## config.mk

```make
export PLATFORM = sky130hd
export DESIGN_NAME = pipelined_addsub_flat
export DESIGN_NICKNAME = d
export VERILOG_FILES = /design/src/rtl/pipelined_addsub_if.sv /design/src/rtl/pipelined_addsub.sv /design/src/flat_wrapper.sv
export SDC_FILE = /design/constraint.sdc
export NUM_CORES = 1
export LEC_CHECK = 0
export ABC_AREA = 1
export CAP_MARGIN = 5
export CORE_ASPECT_RATIO = 2
export CORE_MARGIN = 5
export CORE_UTILIZATION = 40
export CTS_CLUSTER_SIZE = 40
export DETAILED_ROUTE_END_ITERATION = 8
export PLACE_DENSITY = 0.7
export REMOVE_ABC_BUFFERS = 1
export SYNTH_ARGS = -nofsm -noshare
export SYNTH_HDL_FRONTEND = slang
export SYNTH_SLANG_ARGS = --single-unit
```

## constraint.sdc

```tcl
create_clock -name clk -period 6 [get_ports clk]
set_input_delay 0.6 -clock clk [delete_from_list [all_inputs] [get_ports clk]]
set_output_delay 0.6 -clock clk [all_outputs]
set_load 0.02 [all_outputs]
```

## src/rtl/pipelined_addsub_if.sv

```systemverilog
// Operand/result handshake bundle for pipelined_addsub.
// Optional macro ADDSUB_SAT_EN adds the per-beat 'sat' (saturate) request.
interface pipelined_addsub_if #(
    parameter int unsigned WIDTH = 32
) ();
    logic             in_valid;
    logic             in_ready;
    logic [WIDTH-1:0] a;
    logic [WIDTH-1:0] b;
    logic             cin;
    logic             sub;
`ifdef ADDSUB_SAT_EN
    logic             sat;
`endif
    logic             out_valid;
    logic             out_ready;
    logic [WIDTH-1:0] r;
    logic             cout;
    logic             ovf;
    logic             zero;

`ifdef ADDSUB_SAT_EN
    modport master (
        output in_valid, a, b, cin, sub, sat, out_ready,
        input  in_ready, out_valid, r, cout, ovf, zero
    );
    modport slave (
        input  in_valid, a, b, cin, sub, sat, out_ready,
        output in_ready, out_valid, r, cout, ovf, zero
    );
`else
    modport master (
        output in_valid, a, b, cin, sub, out_ready,
        input  in_ready, out_valid, r, cout, ovf, zero
    );
    modport slave (
        input  in_valid, a, b, cin, sub, out_ready,
        output in_ready, out_valid, r, cout, ovf, zero
    );
`endif
endinterface

```

## src/rtl/pipelined_addsub.sv

```systemverilog
// Pipelined ripple-carry adder/subtractor: WIDTH split into STAGES chunks,
// one chunk added per stage with the carry registered between stages.
// Optional macro ADDSUB_SAT_EN enables per-beat signed saturation.
module pipelined_addsub #(
    parameter int unsigned WIDTH  = 32,
    parameter int unsigned STAGES = 4
) (
    input  logic               clk,
    input  logic               rst,
    pipelined_addsub_if.slave  bus
);
    localparam int unsigned CW   = WIDTH / STAGES;
    localparam int unsigned MSB  = WIDTH - 1;
    localparam int unsigned LAST = STAGES - 1;

    // Per-stage registers: a/b skew words, partial-sum deskew word, carry, valid
    logic [WIDTH-1:0]  a_q [STAGES];
    logic [WIDTH-1:0]  b_q [STAGES];
    logic [WIDTH-1:0]  s_q [STAGES];
    logic [STAGES-1:0] c_q;
    logic [STAGES-1:0] v_q;
    logic              ovf_q;
    logic              zero_q;

    logic [WIDTH-1:0]  a_d [STAGES];
    logic [WIDTH-1:0]  b_d [STAGES];
    logic [WIDTH-1:0]  s_d [STAGES];
    logic [STAGES-1:0] cin_d;
    logic [STAGES-1:0] c_d;
    logic [STAGES-1:0] v_d;
    logic              ovf_d;
    logic              zero_d;
    logic [CW:0]       chunk;
`ifdef ADDSUB_SAT_EN
    logic [STAGES-1:0] sat_q;
    logic [STAGES-1:0] sat_d;
`endif

    logic             advance;
    logic [WIDTH-1:0] b_eff;
    logic             c_eff;

    assign advance = !v_q[LAST] || bus.out_ready;
    assign b_eff   = bus.sub ? ~bus.b : bus.b;
    assign c_eff   = bus.sub ? 1'b1 : bus.cin;

    // Next value of every stage: shift in, add this stage's chunk, form final flags
    always_comb begin
        a_d[0]   = bus.a;
        b_d[0]   = b_eff;
        cin_d[0] = c_eff;
        s_d[0]   = '0;
        v_d[0]   = bus.in_valid;
`ifdef ADDSUB_SAT_EN
        sat_d[0] = bus.sat;
`endif
        for (int k = 1; k < STAGES; k++) begin
            a_d[k]   = a_q[k-1];
            b_d[k]   = b_q[k-1];
            cin_d[k] = c_q[k-1];
            s_d[k]   = s_q[k-1];
            v_d[k]   = v_q[k-1];
`ifdef ADDSUB_SAT_EN
            sat_d[k] = sat_q[k-1];
`endif
        end
        chunk = '0;
        c_d   = '0;
        for (int k = 0; k < STAGES; k++) begin
            chunk = {1'b0, a_d[k][k*CW +: CW]} + {1'b0, b_d[k][k*CW +: CW]}
                  + (CW+1)'(cin_d[k]);
            s_d[k][k*CW +: CW] = chunk[CW-1:0];
            c_d[k]             = chunk[CW];
        end
        ovf_d = (a_d[LAST][MSB] == b_d[LAST][MSB]) && (s_d[LAST][MSB] != a_d[LAST][MSB]);
`ifdef ADDSUB_SAT_EN
        if (sat_d[LAST] && ovf_d) begin
            s_d[LAST] = a_d[LAST][MSB] ? {1'b1, {(WIDTH-1){1'b0}}}
                                       : {1'b0, {(WIDTH-1){1'b1}}};
        end
`endif
        zero_d = ~|s_d[LAST];
    end

    // Pipeline registers: clear on reset, shift on advance, otherwise hold
    always_ff @(posedge clk) begin
        if (rst) begin
            for (int k = 0; k < STAGES; k++) begin
                a_q[k] <= '0;
                b_q[k] <= '0;
                s_q[k] <= '0;
            end
            c_q    <= '0;
            v_q    <= '0;
            ovf_q  <= 1'b0;
            zero_q <= 1'b0;
`ifdef ADDSUB_SAT_EN
            sat_q  <= '0;
`endif
        end else if (advance) begin
            for (int k = 0; k < STAGES; k++) begin
                a_q[k] <= a_d[k];
                b_q[k] <= b_d[k];
                s_q[k] <= s_d[k];
            end
            c_q    <= c_d;
            v_q    <= v_d;
            ovf_q  <= ovf_d;
            zero_q <= zero_d;
`ifdef ADDSUB_SAT_EN
            sat_q  <= sat_d;
`endif
        end
    end

    assign bus.in_ready  = advance;
    assign bus.out_valid = v_q[LAST];
    assign bus.r         = s_q[LAST];
    assign bus.cout      = c_q[LAST];
    assign bus.ovf       = ovf_q;
    assign bus.zero      = zero_q;
endmodule

```

## src/flat_wrapper.sv

```systemverilog
// flat-port wrapper written by rule: the top's interface ports become plain ports
module pipelined_addsub_flat 
#(
    parameter int unsigned WIDTH  = 32,
    parameter int unsigned STAGES = 4
)
  (clk, rst, bus_in_valid, bus_a, bus_b, bus_cin, bus_sub, bus_out_ready, bus_in_ready, bus_out_valid, bus_r, bus_cout, bus_ovf, bus_zero);
  pipelined_addsub_if #(.WIDTH(WIDTH)) bus_i ();
  input  logic clk;
  input  logic rst;
  input wire logic [$bits(bus_i.in_valid)-1:0] bus_in_valid;
  input wire logic [$bits(bus_i.a)-1:0] bus_a;
  input wire logic [$bits(bus_i.b)-1:0] bus_b;
  input wire logic [$bits(bus_i.cin)-1:0] bus_cin;
  input wire logic [$bits(bus_i.sub)-1:0] bus_sub;
  input wire logic [$bits(bus_i.out_ready)-1:0] bus_out_ready;
  output wire logic [$bits(bus_i.in_ready)-1:0] bus_in_ready;
  output wire logic [$bits(bus_i.out_valid)-1:0] bus_out_valid;
  output wire logic [$bits(bus_i.r)-1:0] bus_r;
  output wire logic [$bits(bus_i.cout)-1:0] bus_cout;
  output wire logic [$bits(bus_i.ovf)-1:0] bus_ovf;
  output wire logic [$bits(bus_i.zero)-1:0] bus_zero;
  assign bus_i.in_valid = bus_in_valid;
  assign bus_i.a = bus_a;
  assign bus_i.b = bus_b;
  assign bus_i.cin = bus_cin;
  assign bus_i.sub = bus_sub;
  assign bus_i.out_ready = bus_out_ready;
  assign bus_in_ready = bus_i.in_ready;
  assign bus_out_valid = bus_i.out_valid;
  assign bus_r = bus_i.r;
  assign bus_cout = bus_i.cout;
  assign bus_ovf = bus_i.ovf;
  assign bus_zero = bus_i.zero;
  pipelined_addsub #(.WIDTH(WIDTH), .STAGES(STAGES)) u_core (.clk(clk), .rst(rst), .bus(bus_i));
endmodule
```

## Yosys cells after proc, flatten, opt, wreduce, memory -nomap -nowiden

Memories as Yosys holds them, arrays and structs flattened.
Index checks and enable logic that the tools add are counted.

| storage, ports and cells | value |
|---|---|
| register bits | 10 |
| bits in writable memories | 384 |
| memories kept | 3 |

Memory list:

| name | depth | width | rd ports | clocked after memory_dff | wr ports | RTL line | source |
|---|---|---|---|---|---|---|---|
| u_core.a_q | 4 | 32 | 3 | 0 | 4 | pipelined_addsub.sv:17 | `logic [WIDTH-1:0] a_q [STAGES];` |
| u_core.b_q | 4 | 32 | 3 | 0 | 4 | pipelined_addsub.sv:18 | `logic [WIDTH-1:0] b_q [STAGES];` |
| u_core.s_q | 4 | 32 | 4 | 0 | 4 | pipelined_addsub.sv:19 | `logic [WIDTH-1:0] s_q [STAGES];` |

| operators by class | value |
|---|---|
| add/subtract/negate cells | 8 |
| eq/ne operators | 2 |
| multiplexer cells | 19 |
| bitwise operators | 13 |
| reductions and logical operators | 5 |

Operators by type and width:

| kind | count |
|---|---|
| two-way mux 32 bit | 13 |
| adder 8 x 8 -> 9 bit | 4 |
| adder 9 x 1 -> 9 bit | 4 |
| NOT 32 bit | 1 |
| OR reduction 32 bit | 1 |
| OR 1 bit | 12 |
| two-way mux 1 bit | 6 |
| zero test 1 bit | 2 |
| equality test 1 bit | 1 |
| logical AND 1 bit | 1 |
| logical OR 1 bit | 1 |
| inequality test 1 bit | 1 |

## Longest topological paths before layout

| depth | value |
|---|---|
| depth in word-level cells | 6 |
| gate-level depth with buffers | 12 |
| mapped depth without buffers | 12 |

## Least setup slack after synthesis

Ideal clock, no wire load.

| timing path | value |
|---|---|
| kind | input-to-reg |
| from | input port bus_out_ready |
| to | memory u_core.a_q[0][10] (enable) |
| setup time | 0.532 ns |
| data arrival time | 4.362 ns |
| setup slack | 1.106 ns |
| stages | 4 |
| cells stage by stage | inv_1 nand2_2 nor2_1 inv_1 |

RTL lines:

| element | RTL line | source |
|---|---|---|
| start: declaration | flat_wrapper.sv:16 | `input wire logic [$bits(bus_i.out_ready)-1:0] bus_out_ready;` |
| end: declaration | pipelined_addsub.sv:17 |  |

==> impl_metrics.json <==
{
  "die_w_um": 114,
  "overflow": 0,
  "syn_avg_cell_area_um2": 10.5,
  "dr.pass1.iters": 5,
  "synth_cell_types": 32,
  "hold_violations": 0,
  "ys_seq_area_share_pct": 62.8,
  "rsz0062_at_grt": "no",
  "total_leakage_power_nw": 4.56,
  "port_buffers": 106,
  "fin_crit_sh_pct": 46.2,
  "synth_top_family_by_area": "simple AND/OR/NAND/NOR gates",
  "async_flop_share_pct": 0,
  "cts_hold_buf": 0,
  "ys_top_cells_by_count": "nor2_1, inv_1, edfxtp_1",
  "timing.fmax_ghz": 0.361,
  "avgViaCountPerCell": 4.43,
  "synth-seq-cells": 186,
  "finalCoreUtilization_pct": 49.3,
  "num-fill-cells": 1956,
  "drt-total-wl_mm": 14.4,
  "coreArea_um2": 21500,
  "clock-sinks": 186,
  "antenna_found_initial": 0,
  "yosys_warnings": 0,
  "place_ws_ns": 2.73,
  "critPathLaunchType": "primary input",
  "cp.arrival_ns": 2.84,
  "max_slew_margin_pct": 23.7,
  "cap_violations": 0,
  "synth-simple-area-share_pct": 14.4,
  "area_delta_synth_final_pct": 21.4,
  "synth.most_common_cell": "nor2_1",
  "cts_resized": 0,
  "drt-initial-drc-count": 258,
  "synthDominantCellAreaShare_pct": 60.5,
  "drive_above_1_share_pct": 4.94,
  "synth_flop_cell": "edfxtp_1",
  "num_io_pins": 107,
  "num-nets-final": 1045,
  "fp-row-count": 76,
  "path_class": "in2reg",
  "tns_ns": 0,
  "dieHeight_um": 219,
  "fin_ws_ns": 3.23,
  "cts_setup_buffers": 0,
  "worst_ep_required_time_ns": 6.07,
  "finalSetupViolCount": 0,
  "synth_fa_ha_area_share_pct": 5.85,
  "dieArea_um2": 25100,
  "worstPathMaxFanout": 138,
  "irDropWorstVdd_v": 0.000199,
  "grt_pass1_wl_mm": 24.0,
  "clkLatencyLatePin_ns": 0.43,
  "netlist_area_um2": 8730,
  "synthMuxAreaShare_pct": 0,
  "grt_util_all_layers_pct": 12.1,
  "drc_errors": 0,
  "ys_top_cells_by_area": "edfxtp_1, nor2_1, inv_1",
  "grt_max_degree": 139,
  "crit_path_end_kind": "flop",
  "period_needed_ns": 2.77,
  "start_util_pct": 40.6,
  "htree_levels": 4,
  "grt_pass1_vias": 5299,
  "vias": 5429,
  "power_density_nw_per_um2": 278,
  "gp_congestion": 0.839,
  "synth-compound-area-share_pct": 4.40,
  "synth_top_area_cell": "edfxtp_1",
  "synth_xor_area_share_pct": 3.21,
  "ctsLongestPathBuffers": 2,
  "clk_pin_slew_worst_paths_ns": 0.06,
  "hold_class": "reg2reg",
  "drv_slew": 0,
  "cts_root_buffer": "clkbuf_16",
  "cts_buffers": 17,
  "n_antenna_cell": 0,
  "syn_inst": 835,
  "drtAntennaViolNets": 0,
  "skew_ns": 0.00566,
  "status": "finished, final reports clean",
  "routedWlPerCell_um": 11.8,
  "placed_cells": 1193,
  "worstMarginPinSlew_ns": 1.14,
  "hpwl_mm": 10.2,
  "cts_tree": "yes",
  "synth_edf_count": 176,
  "fin_cells": 1225
}
## critical path: stages
cell,delay [ns]
clkdlybuf4s50_1,0.46
inv_1,0.04
nand2_2,0.11
nor2_1,0.13
inv_6,0.78
buf_4,0.62
## area by class of cell
| type | count | area, um^2 | area share [%] |
|---|---|---|---|
| multi-input cells | 442 | 2440 | 23.0 |
| inverters | 183 | 692 | 6.53 |
| clock buffers | 20 | 437 | 4.12 |
| repair buffers | 109 | 1080 | 10.2 |
| flip-flops and latches | 186 | 5490 | 51.8 |
| well taps | 273 | 342 | 3.22 |
| clock inverters | 12 | 124 | 1.17 |
## per-layer routing
layer,global-route usage (%),vias up,wire [um]
met5,0,-,0
met4,6.66,0,452
met3,3.53,23,666
met2,21.5,127,7920
met1,12.5,2411,5360
li1,-,2868,-
## per-stage QoR
stage               cell area (um^2)  total power, mW  hold slack [ns]
global route                   10600             3.09            0.493
global placement               10000             1.91            0.447
floorplan                       8610             1.79            0.430
CTS                            10600             2.98            0.469
finish                         10600             2.95            0.465
detailed placement             10000             1.92            0.459
## placed cells by master, fill, tap and decap left out, types with 3 or more instances in the layout
| master | Yosys | routed |
|---|---|---|
| clkbuf_16 | 0 | 17 |
| xor2_1 | 8 | 8 |
| o21ai_1 | 8 | 8 |
| clkdlybuf4s50_1 | 0 | 105 |
| clkbuf_1 | 0 | 3 |
| inv_6 | 0 | 3 |
| fa_1 | 8 | 8 |
| nand4_1 | 13 | 13 |
| a31oi_1 | 3 | 3 |
| xnor2_1 | 24 | 24 |
| nor2_1 | 182 | 182 |
| a21oi_1 | 30 | 30 |
| nand2_2 | 6 | 5 |
| nand3_1 | 29 | 29 |
| buf_4 | 3 | 3 |
| inv_1 | 181 | 180 |
| dfxtp_1 | 10 | 10 |
| clkinv_2 | 0 | 6 |
| o21bai_1 | 3 | 3 |
| edfxtp_1 | 176 | 176 |
| ha_1 | 28 | 28 |
| nand2_1 | 72 | 72 |
| o21ai_0 | 15 | 15 |
## cells by family (layout without fill, tap and decap cells)
group                      Yosys count  in the layout
DFF                                186            186
and+or+nand+nor                    307            307
xor gates and xnor gates            32             32
AOI/OAI and AO/OA                   67             67
buffers and inverters              207            324
adders and majority gates           36             36
## state kept, by name, indices dropped and copies added (netlist names)
| register | flops |
|---|---|
| u_core.v_q | 4 |
| u_core.s_q | 80 |
| u_core.c_q | 4 |
| u_core.b_q | 48 |
| u_core.a_q | 48 |
| u_core.bus.zero | 1 |
| u_core.bus.ovf | 1 |
## worst paths after layout
| check | cells after the start | slack [ns] | start | end |
|---|---|---|---|---|
| min | 2 | 0.47 | u_core.v_q[2] | u_core.v_q[3] |
| max reg2reg | 4 | 3.57 | u_core.v_q[3] | u_core.b_q[0][11] |
| max | 6 | 3.23 | bus_out_ready | u_core.b_q[0][11] |
| min reg2reg | 2 | 0.47 | u_core.v_q[2] | u_core.v_q[3] |
## where the power goes
| part | leakage (nW) | internal, mW | switching, mW | total (mW) |
|---|---|---|---|---|
| combinational | 2.11 | 0.152 | 0.193 | 0.345 |
| sequential | 2.17 | 1.52 | 0.0281 | 1.55 |
| clock | 0.278 | 0.611 | 0.446 | 1.06 |
No activity file was read; power rests on OpenSTA's default activity.
